File: config.mk
export PLATFORM = sky130hd
export DESIGN_NAME = pipe_adder_flat
export DESIGN_NICKNAME = d
export VERILOG_FILES = /design/src/rtl/pipe_adder_pkg.sv /design/src/rtl/pipe_adder_if.sv /design/src/rtl/pipe_adder_seg_add.sv /design/src/rtl/pipe_adder.sv /design/src/flat_wrapper.sv
export SDC_FILE = /design/constraint.sdc
export NUM_CORES = 1
export LEC_CHECK = 0
export ABC_AREA = 1
export CELL_PAD_IN_SITES_DETAIL_PLACEMENT = 0
export CELL_PAD_IN_SITES_GLOBAL_PLACEMENT = 2
export CORE_MARGIN = 3
export CORE_UTILIZATION = 31
export DETAILED_ROUTE_END_ITERATION = 10
export PLACE_DENSITY = 0.85
export SLEW_MARGIN = 20
export SYNTH_ARGS = -nofsm -noshare
export SYNTH_HDL_FRONTEND = slang
export SYNTH_HIERARCHICAL = 1
export SYNTH_SLANG_ARGS = --single-unit
File: constraint.sdc
create_clock -name clk -period 4.5 [get_ports clk]
set_input_delay 0.9 -clock clk [delete_from_list [all_inputs] [get_ports clk]]
set_output_delay 0.9 -clock clk [all_outputs]
set_load 0.05 [all_outputs]
File: src/rtl/pipe_adder_pkg.sv
// Shared definitions for the pipelined adder: operation encodings.
package pipe_adder_pkg;

  typedef enum logic [1:0] {
    OP_ADD  = 2'b00,
    OP_SUB  = 2'b01,
    OP_SSAT = 2'b10,
    OP_USAT = 2'b11
  } op_e;

endpackage

File: src/rtl/pipe_adder_if.sv
// Valid/ready operand and result bus of the pipelined adder.
interface pipe_adder_if #(
  parameter int N = 10
);
  import pipe_adder_pkg::*;

  logic         in_valid;
  logic         in_ready;
  logic [N-1:0] a;
  logic [N-1:0] b;
  logic         ci;
  logic [1:0]   op;
  logic         out_valid;
  logic         out_ready;
  logic [N-1:0] s;
  logic         co;
  logic         ovf;

  // Producer/consumer side: drives operands, accepts results.
  modport master (
    output in_valid, a, b, ci, op, out_ready,
    input  in_ready, out_valid, s, co, ovf
  );

  // Adder side.
  modport slave (
    input  in_valid, a, b, ci, op, out_ready,
    output in_ready, out_valid, s, co, ovf
  );

endinterface

File: src/rtl/pipe_adder_seg_add.sv
// Combinational SEG-bit slice adder; the extra sum bit is the slice carry.
module seg_add #(
  parameter int SEG = 5
) (
  input  logic [SEG-1:0] x,
  input  logic [SEG-1:0] y,
  input  logic           cin,
  output logic [SEG-1:0] sum,
  output logic           cout
);

  logic [SEG:0] total;

  assign total = {1'b0, x} + {1'b0, y} + {{SEG{1'b0}}, cin};
  assign sum   = total[SEG-1:0];
  assign cout  = total[SEG];

endmodule

File: src/rtl/pipe_adder.sv
// Pipelined N-bit adder: one SEG-bit slice per stage with registered carry,
// add/sub/signed-saturate/unsigned-saturate selected per transaction.
module pipe_adder
  import pipe_adder_pkg::*;
#(
  parameter int N   = 10,
  parameter int SEG = 5
) (
  input  logic          clk,
  input  logic          r,
  pipe_adder_if.slave   bus
);

  localparam int STAGES = N / SEG;
  localparam int LAST   = STAGES - 1;

  if (N < 2 || (N % SEG) != 0) begin : g_bad_params
    $error("pipe_adder: N must be >= 2 and an exact multiple of SEG");
  end

  // Pipeline registers; element j is the output of stage j.
  logic [STAGES-1:0] valid_q;
  logic [STAGES-1:0] carry_q;
  logic [N-1:0]      a_q   [STAGES];
  logic [N-1:0]      b_q   [STAGES];
  logic [N-1:0]      res_q [STAGES];
  op_e               op_q  [STAGES];
  logic              ovf_q;

  // Stage inputs (entry conditioning for stage 0, previous register otherwise).
  logic [STAGES-1:0] st_valid;
  logic [STAGES-1:0] st_cin;
  logic [N-1:0]      st_a   [STAGES];
  logic [N-1:0]      st_b   [STAGES];
  logic [N-1:0]      st_res [STAGES];
  op_e               st_op  [STAGES];

  logic [SEG-1:0]    slice_sum [STAGES];
  logic [STAGES-1:0] slice_co;
  logic [N-1:0]      res_next  [STAGES];

  logic              adv;
  logic              v;
  logic [N-1:0]      s_fin;
  logic              ovf_fin;

  // The whole pipeline moves unless a finished result is waiting on the consumer.
  assign adv          = !valid_q[LAST] || bus.out_ready;
  assign bus.in_ready = adv;
  assign bus.out_valid = valid_q[LAST];
  assign bus.s         = res_q[LAST];
  assign bus.co        = carry_q[LAST];
  assign bus.ovf       = ovf_q;

  // Route operands into each stage; subtraction is a + ~b + ~ci.
  always_comb begin
    st_valid[0] = bus.in_valid;
    st_a[0]     = bus.a;
    st_b[0]     = (bus.op == OP_SUB) ? ~bus.b : bus.b;
    st_cin[0]   = (bus.op == OP_SUB) ? ~bus.ci : bus.ci;
    st_res[0]   = '0;
    st_op[0]    = op_e'(bus.op);
    for (int j = 1; j < STAGES; j++) begin
      st_valid[j] = valid_q[j-1];
      st_a[j]     = a_q[j-1];
      st_b[j]     = b_q[j-1];
      st_cin[j]   = carry_q[j-1];
      st_res[j]   = res_q[j-1];
      st_op[j]    = op_q[j-1];
    end
  end

  for (genvar gi = 0; gi < STAGES; gi++) begin : g_stage
    seg_add #(.SEG(SEG)) u_seg_add (
      .x    (st_a[gi][gi*SEG +: SEG]),
      .y    (st_b[gi][gi*SEG +: SEG]),
      .cin  (st_cin[gi]),
      .sum  (slice_sum[gi]),
      .cout (slice_co[gi])
    );
  end

  // Merge each freshly computed slice into the partial result it travels with.
  always_comb begin
    for (int j = 0; j < STAGES; j++) begin
      res_next[j]              = st_res[j];
      res_next[j][j*SEG +: SEG] = slice_sum[j];
    end
  end

  // Final-stage overflow detection and saturation.
  always_comb begin
    v = (st_a[LAST][N-1] == st_b[LAST][N-1]) &&
        (res_next[LAST][N-1] != st_a[LAST][N-1]);
    s_fin   = res_next[LAST];
    ovf_fin = v;
    case (st_op[LAST])
      OP_SSAT: begin
        if (v) s_fin = st_a[LAST][N-1] ? {1'b1, {(N-1){1'b0}}} : {1'b0, {(N-1){1'b1}}};
      end
      OP_USAT: begin
        if (slice_co[LAST]) s_fin = '1;
        ovf_fin = slice_co[LAST];
      end
      default: ;
    endcase
  end

  // Shift every stage together on advance; reset drops all in-flight work.
  always_ff @(posedge clk or posedge r) begin
    if (r) begin
      valid_q <= '0;
      carry_q <= '0;
      ovf_q   <= 1'b0;
      for (int j = 0; j < STAGES; j++) begin
        a_q[j]   <= '0;
        b_q[j]   <= '0;
        res_q[j] <= '0;
        op_q[j]  <= OP_ADD;
      end
    end else if (adv) begin
      valid_q <= st_valid;
      carry_q <= slice_co;
      ovf_q   <= ovf_fin;
      for (int j = 0; j < STAGES; j++) begin
        a_q[j]   <= st_a[j];
        b_q[j]   <= st_b[j];
        op_q[j]  <= st_op[j];
        res_q[j] <= (j == LAST) ? s_fin : res_next[j];
      end
    end
  end

endmodule

File: src/flat_wrapper.sv
// flat-port wrapper written by rule: the top's interface ports become plain ports
module pipe_adder_flat import pipe_adder_pkg::*;
#(
  parameter int N   = 10,
  parameter int SEG = 5
)
  (clk, r, bus_in_valid, bus_a, bus_b, bus_ci, bus_op, bus_out_ready, bus_in_ready, bus_out_valid, bus_s, bus_co, bus_ovf);
  pipe_adder_if #(.N(N)) bus_i ();
  input  logic clk;
  input  logic r;
  input wire logic [$bits(bus_i.in_valid)-1:0] bus_in_valid;
  input wire logic [$bits(bus_i.a)-1:0] bus_a;
  input wire logic [$bits(bus_i.b)-1:0] bus_b;
  input wire logic [$bits(bus_i.ci)-1:0] bus_ci;
  input wire logic [$bits(bus_i.op)-1:0] bus_op;
  input wire logic [$bits(bus_i.out_ready)-1:0] bus_out_ready;
  output wire logic [$bits(bus_i.in_ready)-1:0] bus_in_ready;
  output wire logic [$bits(bus_i.out_valid)-1:0] bus_out_valid;
  output wire logic [$bits(bus_i.s)-1:0] bus_s;
  output wire logic [$bits(bus_i.co)-1:0] bus_co;
  output wire logic [$bits(bus_i.ovf)-1:0] bus_ovf;
  assign bus_i.in_valid = bus_in_valid;
  assign bus_i.a = bus_a;
  assign bus_i.b = bus_b;
  assign bus_i.ci = bus_ci;
  assign bus_i.op = bus_op;
  assign bus_i.out_ready = bus_out_ready;
  assign bus_in_ready = bus_i.in_ready;
  assign bus_out_valid = bus_i.out_valid;
  assign bus_s = bus_i.s;
  assign bus_co = bus_i.co;
  assign bus_ovf = bus_i.ovf;
  pipe_adder #(.N(N), .SEG(SEG)) u_core (.clk(clk), .r(r), .bus(bus_i));
endmodule
==> results of run 1 <==
cell usage in the layout (no fill, tap or decap):
cell type and n:
nand2_1 72, clkdlybuf4s50_1 40, nor2_1 38, inv_1 34, dfrtp_1 32, nand3_1 18, o21ai_1 14, a21oi_1 8
ha_1 8, clkbuf_8 7, xor2_1 7, xnor2_1 6, inv_2 5, fa_1 4, buf_4 2, bufinv_16 1
nand2_2 1, nor2_4 1, o21ai_4 1, o211ai_1 1
per-stage QoR:
step | worst slack, ns | cell area, µm² | hold slack [ns]
6_report | 1.25 | 2530 | 0.456
5_1_grt | 1.21 | 2530 | 0.508
4_1_cts | 1.24 | 2530 | 0.463
3_5_place_dp | 1.15 | 2400 | 0.445
3_3_place_gp | 1.23 | 2400 | 0.433
2_1_floorplan | 1.99 | 1930 | 0.423
state kept, by name, summed over array words and instances (netlist names):
register / cells
u_core/carry_q: 2
u_core/res_next: 5
u_core/valid_q: 2
u_core/bus.s: 10
u_core/op_q: 2
u_core/bus.ovf: 1
u_core/b_q: 5
u_core/a_q: 5
critical path, stage by stage:
cell,delay (ns)
clkdlybuf4s50_1,0.47
inv_2,0.04
nand2_1,0.11
clkdlybuf4s50_1,0.83
area by class of cell:
| class | instances | share of cell area |
|---|---|---|
| repair buffers | 42 | 0.164 |
| clock inverters | 1 | 0.0119 |
| inverters | 39 | 0.0578 |
| flip-flops and latches | 32 | 0.316 |
| well taps | 75 | 0.0371 |
| clock buffers | 7 | 0.0381 |
| multi-input cells | 179 | 0.375 |
power by group through the flow:
stage | Combinational [mW] | Clock (mW) | Sequential [mW]
6_report | 0.592 | 0.298 | 0.407
5_1_grt | 0.658 | 0.320 | 0.422
4_1_cts | 0.599 | 0.307 | 0.408
3_5_place_dp | 0.598 | 0 | 0.413
3_3_place_gp | 0.597 | 0 | 0.411
2_1_floorplan | 0.261 | 0 | 0.569
path summary, 6_finish.rpt:
path	startpoint	cells after the start	slack (ns)	endpoint
worst max-delay path	bus_out_ready	4	1.25	bus_in_ready
worst min-delay path	u_core/valid_q[0]	2	0.46	u_core/valid_q[1]
worst max register to register	u_core/b_q[15]	13	2.28	u_core/bus.s[6]
worst min register to register	u_core/valid_q[0]	2	0.46	u_core/valid_q[1]
max in group asynchronous	r	3	3.19	u_core/a_q[19]
min in group asynchronous	r	3	1.01	u_core/valid_q[1]
per-layer routing:
metal | vias up | track usage | part of all wire
li1 | 866 | - | -
met1 | 690 | 0.170 | 0.53
met5 | - | 0 | 0
met3 | 7 | 0.0311 | 0.049
met4 | 0 | 0.0417 | 0.015
met2 | 35 | 0.183 | 0.41
kinds of logic (layout without fill, tap and decap cells):
| family | count (synthesis) | count (layout) | share of synthesized area |
|---|---|---|---|
| buffers and inverters | 45 | 89 | 0.0928 |
| AND/OR/NAND/NOR | 130 | 130 | 0.270 |
| XOR/XNOR | 13 | 13 | 0.0591 |
| AO/OA/AOI/OAI | 24 | 24 | 0.0694 |
| adder cells (fa/ha/maj) | 12 | 12 | 0.0934 |
| flip-flops | 32 | 32 | 0.415 |
==> impl_metrics.yaml, run 1 <==
global_route:
  grt_pass1_wl_um: 7120
  grt_max_degree: 34
  grt_pass1_vias: 1601
  antenna_found_initial: 0
  grt_usage: 0.122
  grt_overflow: 0
final_layout:
  ff_latch_area_um2: 801
  nNetsFinal: 338
  fillers: 636
  multi_input_area_um2: 948
  syn_to_final_growth_pct: 31.3
  diodes: 0
  utilization: 0.425
  layout-drive-gt1-share: 0.0600
  fin_cells: 375
floorplanning:
  die_x_um: 84.9
  rows: 28
  die_area_mm2: 0.00720
  initial_core_util: 0.324
  coreArea_mm2: 0.00596
  die_y_um: 84.9
  io_pins: 41
synth:
  syn_area_mm2: 0.00193
  synth_edf_count: 0
  yosysMostFrequentCell: "nand2_1"
  synth.distinct_cells: 18
  yosysSeqAreaShare: 0.415
  ys_warn_count: 6
  synth_seq_cells: 32
  syn_inst: 256
  synth.area.top_cells: "dfrtp_1 (42%), nand2_1 (14%), nor2_1 (7.4%)"
  avgSynthCellArea_um2: 7.53
  synth_flop_cell: "dfrtp_1"
  synth_top_area_frac: 0.415
  synth_largest_area_cell: "dfrtp_1"
  async_flop_share: 1.00
  syn_nets: 295
  synthTopCellsByCount: "nand2_1 (72), nor2_1 (38), inv_1 (34), dfrtp_1 (32), nand3_1 (18)"
pwr:
  seq_power_share: 0.313
  p_sw_frac: 0.405
  powerDensity_mw_per_mm2: 512
  pwr-share-comb: 0.457
  p_leak_nw: 1.27
  clockPowerShare: 0.230
  p_total_mw: 1.30
  p_int_mw: 0.772
  power.switching_mw: 0.525
  ir_worst_vdd_v: 0.000234
setup_path:
  crit_arrival_ns: 2.35
  required_ns: 3.60
  startpoint_type: "primary input"
  endpoint_kind: "output pin"
  critPathMaxFanout: 2
  worstSetupPathType: "primary input to output pin"
sta:
  maxSlewHeadroom: 0.636
  skew_ns: 0.00315
  worst_slew_pin_slew_ns: 0.545
  setup_violations: 0
  fin_crit_sh: 0.723
  hold_viol: 0
  fmax_ghz: 0.308
  rsz0062_at_grt: "false"
  setup-tns-final_ns: 0
  slew_violations: 0
  min_period_ns: 3.25
cts:
  cts-buffers-inserted: 5
  cts_num_sinks: 32
  clk_pin_slew_ns: 0.06
  cts_hold_buffers: 0
  cts.htree.levels: 2
  cts_resized: 0
  cts-root-buf: "clkbuf_8"
  post-cts-setup-buffer-count: 0
  worst_skew_pair.late_latency_ns: 0.28
  cts_tree: "built"
  clockBufferDepth: 2
drt:
  vias_per_cell: 4.26
  wl_um: 3990
  drc: 0
  dr.pass1.iters: 4
  wire_per_inst_um: 10.6
  num_vias: 1598
  drt_iter0_drc: 51
  ant_nets: 0
outcome:
  status: "completed"
place:
  numPortBuffers: 40
  dpl.cell_count: 367
  dp.final_hpwl_um: 3000
  gp_congestion: 0.762
hold_path:
  holdCritPathClass: "flip-flop to flip-flop"
flow_run:
  drv_cap: 0
Note: power is estimated with default switching activity, not from simulation.
==> run 2: changes to the inputs <==
--- a/config.mk
+++ b/config.mk
@@ -9,9 +9,9 @@
 export CELL_PAD_IN_SITES_DETAIL_PLACEMENT = 0
 export CELL_PAD_IN_SITES_GLOBAL_PLACEMENT = 2
 export CORE_MARGIN = 3
-export CORE_UTILIZATION = 31
+export CORE_UTILIZATION = 26
 export DETAILED_ROUTE_END_ITERATION = 10
-export PLACE_DENSITY = 0.85
+export PLACE_DENSITY = 0.76
 export SLEW_MARGIN = 20
 export SYNTH_ARGS = -nofsm -noshare
 export SYNTH_HDL_FRONTEND = slang
==> constraint.sdc (replaced) <==
create_clock -name clk -period 2.85 [get_ports clk]
set_input_delay 0.57 -clock clk [delete_from_list [all_inputs] [get_ports clk]]
set_output_delay 0.57 -clock clk [all_outputs]
set_load 0.05 [all_outputs]
==> impl_metrics.yaml, run 2 (same netlist as run 1, synthesis figures left out) <==
outcome:
  status: "completed"
drt:
  num_vias: 1605
  drc: 0
  ant_nets: 0
  wire_per_inst_um: 10.7
  dr.pass1.iters: 4
  vias_per_cell: 4.01
  drt_iter0_drc: 48
  wl_um: 4300
pwr:
  ir_worst_vdd_v: 0.000215
  p_leak_nw: 1.29
  seq_power_share: 0.316
  power.switching_mw: 0.854
  p_total_mw: 2.03
  pwr-share-comb: 0.468
  p_int_mw: 1.18
  clockPowerShare: 0.216
  powerDensity_mw_per_mm2: 787
  p_sw_frac: 0.420
setup_path:
  r2r_end: "u_core/bus.s[2]"
  r2r_start: "u_core/b_q[15]"
  crit_arrival_ns: 2.56
  startpoint: "bus_op[1]"
  critPathMaxFanout: 4
  worstSetupPathType: "primary input to flip-flop"
  reg2reg_depth: 13
  startpoint_type: "primary input"
  r2r_setup_slack_ns: 0.62
  required_ns: 3.02
  endpoint_kind: "flip-flop"
cts:
  cts_num_sinks: 32
  clockBufferDepth: 2
  worst_skew_pair.late_latency_ns: 0.28
  cts_resized: 0
  cts-buffers-inserted: 5
  cts.htree.levels: 2
  cts_hold_buffers: 0
  post-cts-setup-buffer-count: 0
  cts_tree: "built"
  clk_pin_slew_ns: 0.07
  cts-root-buf: "clkbuf_8"
final_layout:
  nNetsFinal: 342
  final_common_cell: "nand2_1"
  largest_reg_flops: 10
  mostFrequentLayoutCells: "nand2_1 (72), clkdlybuf4s50_1 (39), nor2_1 (38), inv_1 (34), dfrtp_1 (32)"
  fin_cells: 400
  layout-drive-gt1-share: 0.0757
  diodes: 0
  syn_to_final_growth_pct: 33.9
  utilization: 0.370
sta:
  rsz0062_at_grt: "false"
  worst_slew_pin_slew_ns: 0.497
  min_period_ns: 2.39
  skew_ns: 0.00437
  hold_viol: 0
  maxSlewHeadroom: 0.667
  fmax_ghz: 0.419
  fin_crit_sh: 0.838
  fin_ws_ns: 0.462
  setup-tns-final_ns: 0
  setup_violations: 0
  slew_violations: 0
hold_path:
  whs_path_depth: 2
  hp-start: "u_core/valid_q[0]"
  holdCritPathClass: "flip-flop to flip-flop"
  worstHoldEndpoint: "u_core/valid_q[1]"
floorplanning:
  rows: 30
  die_x_um: 92.1
  io_pins: 41
  die_y_um: 92.1
  die_area_mm2: 0.00849
  coreArea_mm2: 0.00698
  initial_core_util: 0.276
place:
  numPortBuffers: 40
  gp_congestion: 0.773
  dp.final_hpwl_um: 3350
  dpl.cell_count: 392
  place_ws_ns: 0.160
global_route:
  grt_overflow: 0
  grt_pass1_vias: 1554
  grt_pass1_wl_um: 7510
  grt_max_degree: 33
  antenna_found_initial: 0
  grt_usage: 0.111
flow_run:
  drv_cap: 0
run 2: layout make-up:
cell class | instances | area, µm²
fill | 769 | 4400
tap | 96 | 120
clock buffer | 5 | 68.8
sequential | 32 | 801
clock inverter | 3 | 42.5
multi-input combinational | 179 | 948
timing repair buffer | 46 | 455
inverter | 39 | 146
run 2: worst max-delay path, stage by stage:
cell             delay [ns]
clkdlybuf4s50_1        0.51
inv_2                  0.05
nand2_1                0.13
xnor2_1                0.13
inv_1                  0.07
fa_1                   0.41
inv_1                  0.11
fa_1                   0.24
nand3_1                0.09
nand3_1                0.09
nand2_1                0.05
nand2_1                0.06
o21ai_1                0.05
run 2: power groups by stage:
stage               clock network [mW]  registers (mW)  logic, mW
floorplan                            0           0.898      0.412
global placement                     0           0.649      0.963
detailed placement                   0           0.654      0.965
CTS                              0.456           0.645      0.968
global route                     0.472           0.661       1.06
finish                           0.440           0.642      0.951
run 2: how the worst max path moves through the flow:
stage	to	cells after the start
after floorplan	u_core/res_next[1]	10
after global placement	u_core/res_next[4]	12
after detailed placement	u_core/res_next[4]	12
after CTS	u_core/res_next[4]	12
after global routing	u_core/res_next[4]	13
final	u_core/res_next[4]	13
run 2: per-layer routing:
layer,GRT usage,vias to the layer above,share of wire
li1,-,876,-
met1,0.160,694,0.51
met2,0.166,32,0.44
met3,0.0271,3,0.044
met4,0.0260,0,0.0056
met5,0,-,0
run 2: metrics by stage:
stage | area [µm²] | hold slack, ns
3_3_place_gp | 2470 | 0.455
4_1_cts | 2580 | 0.477
5_1_grt | 2580 | 0.506
6_report | 2580 | 0.466
3_5_place_dp | 2470 | 0.457
2_1_floorplan | 1930 | 0.423
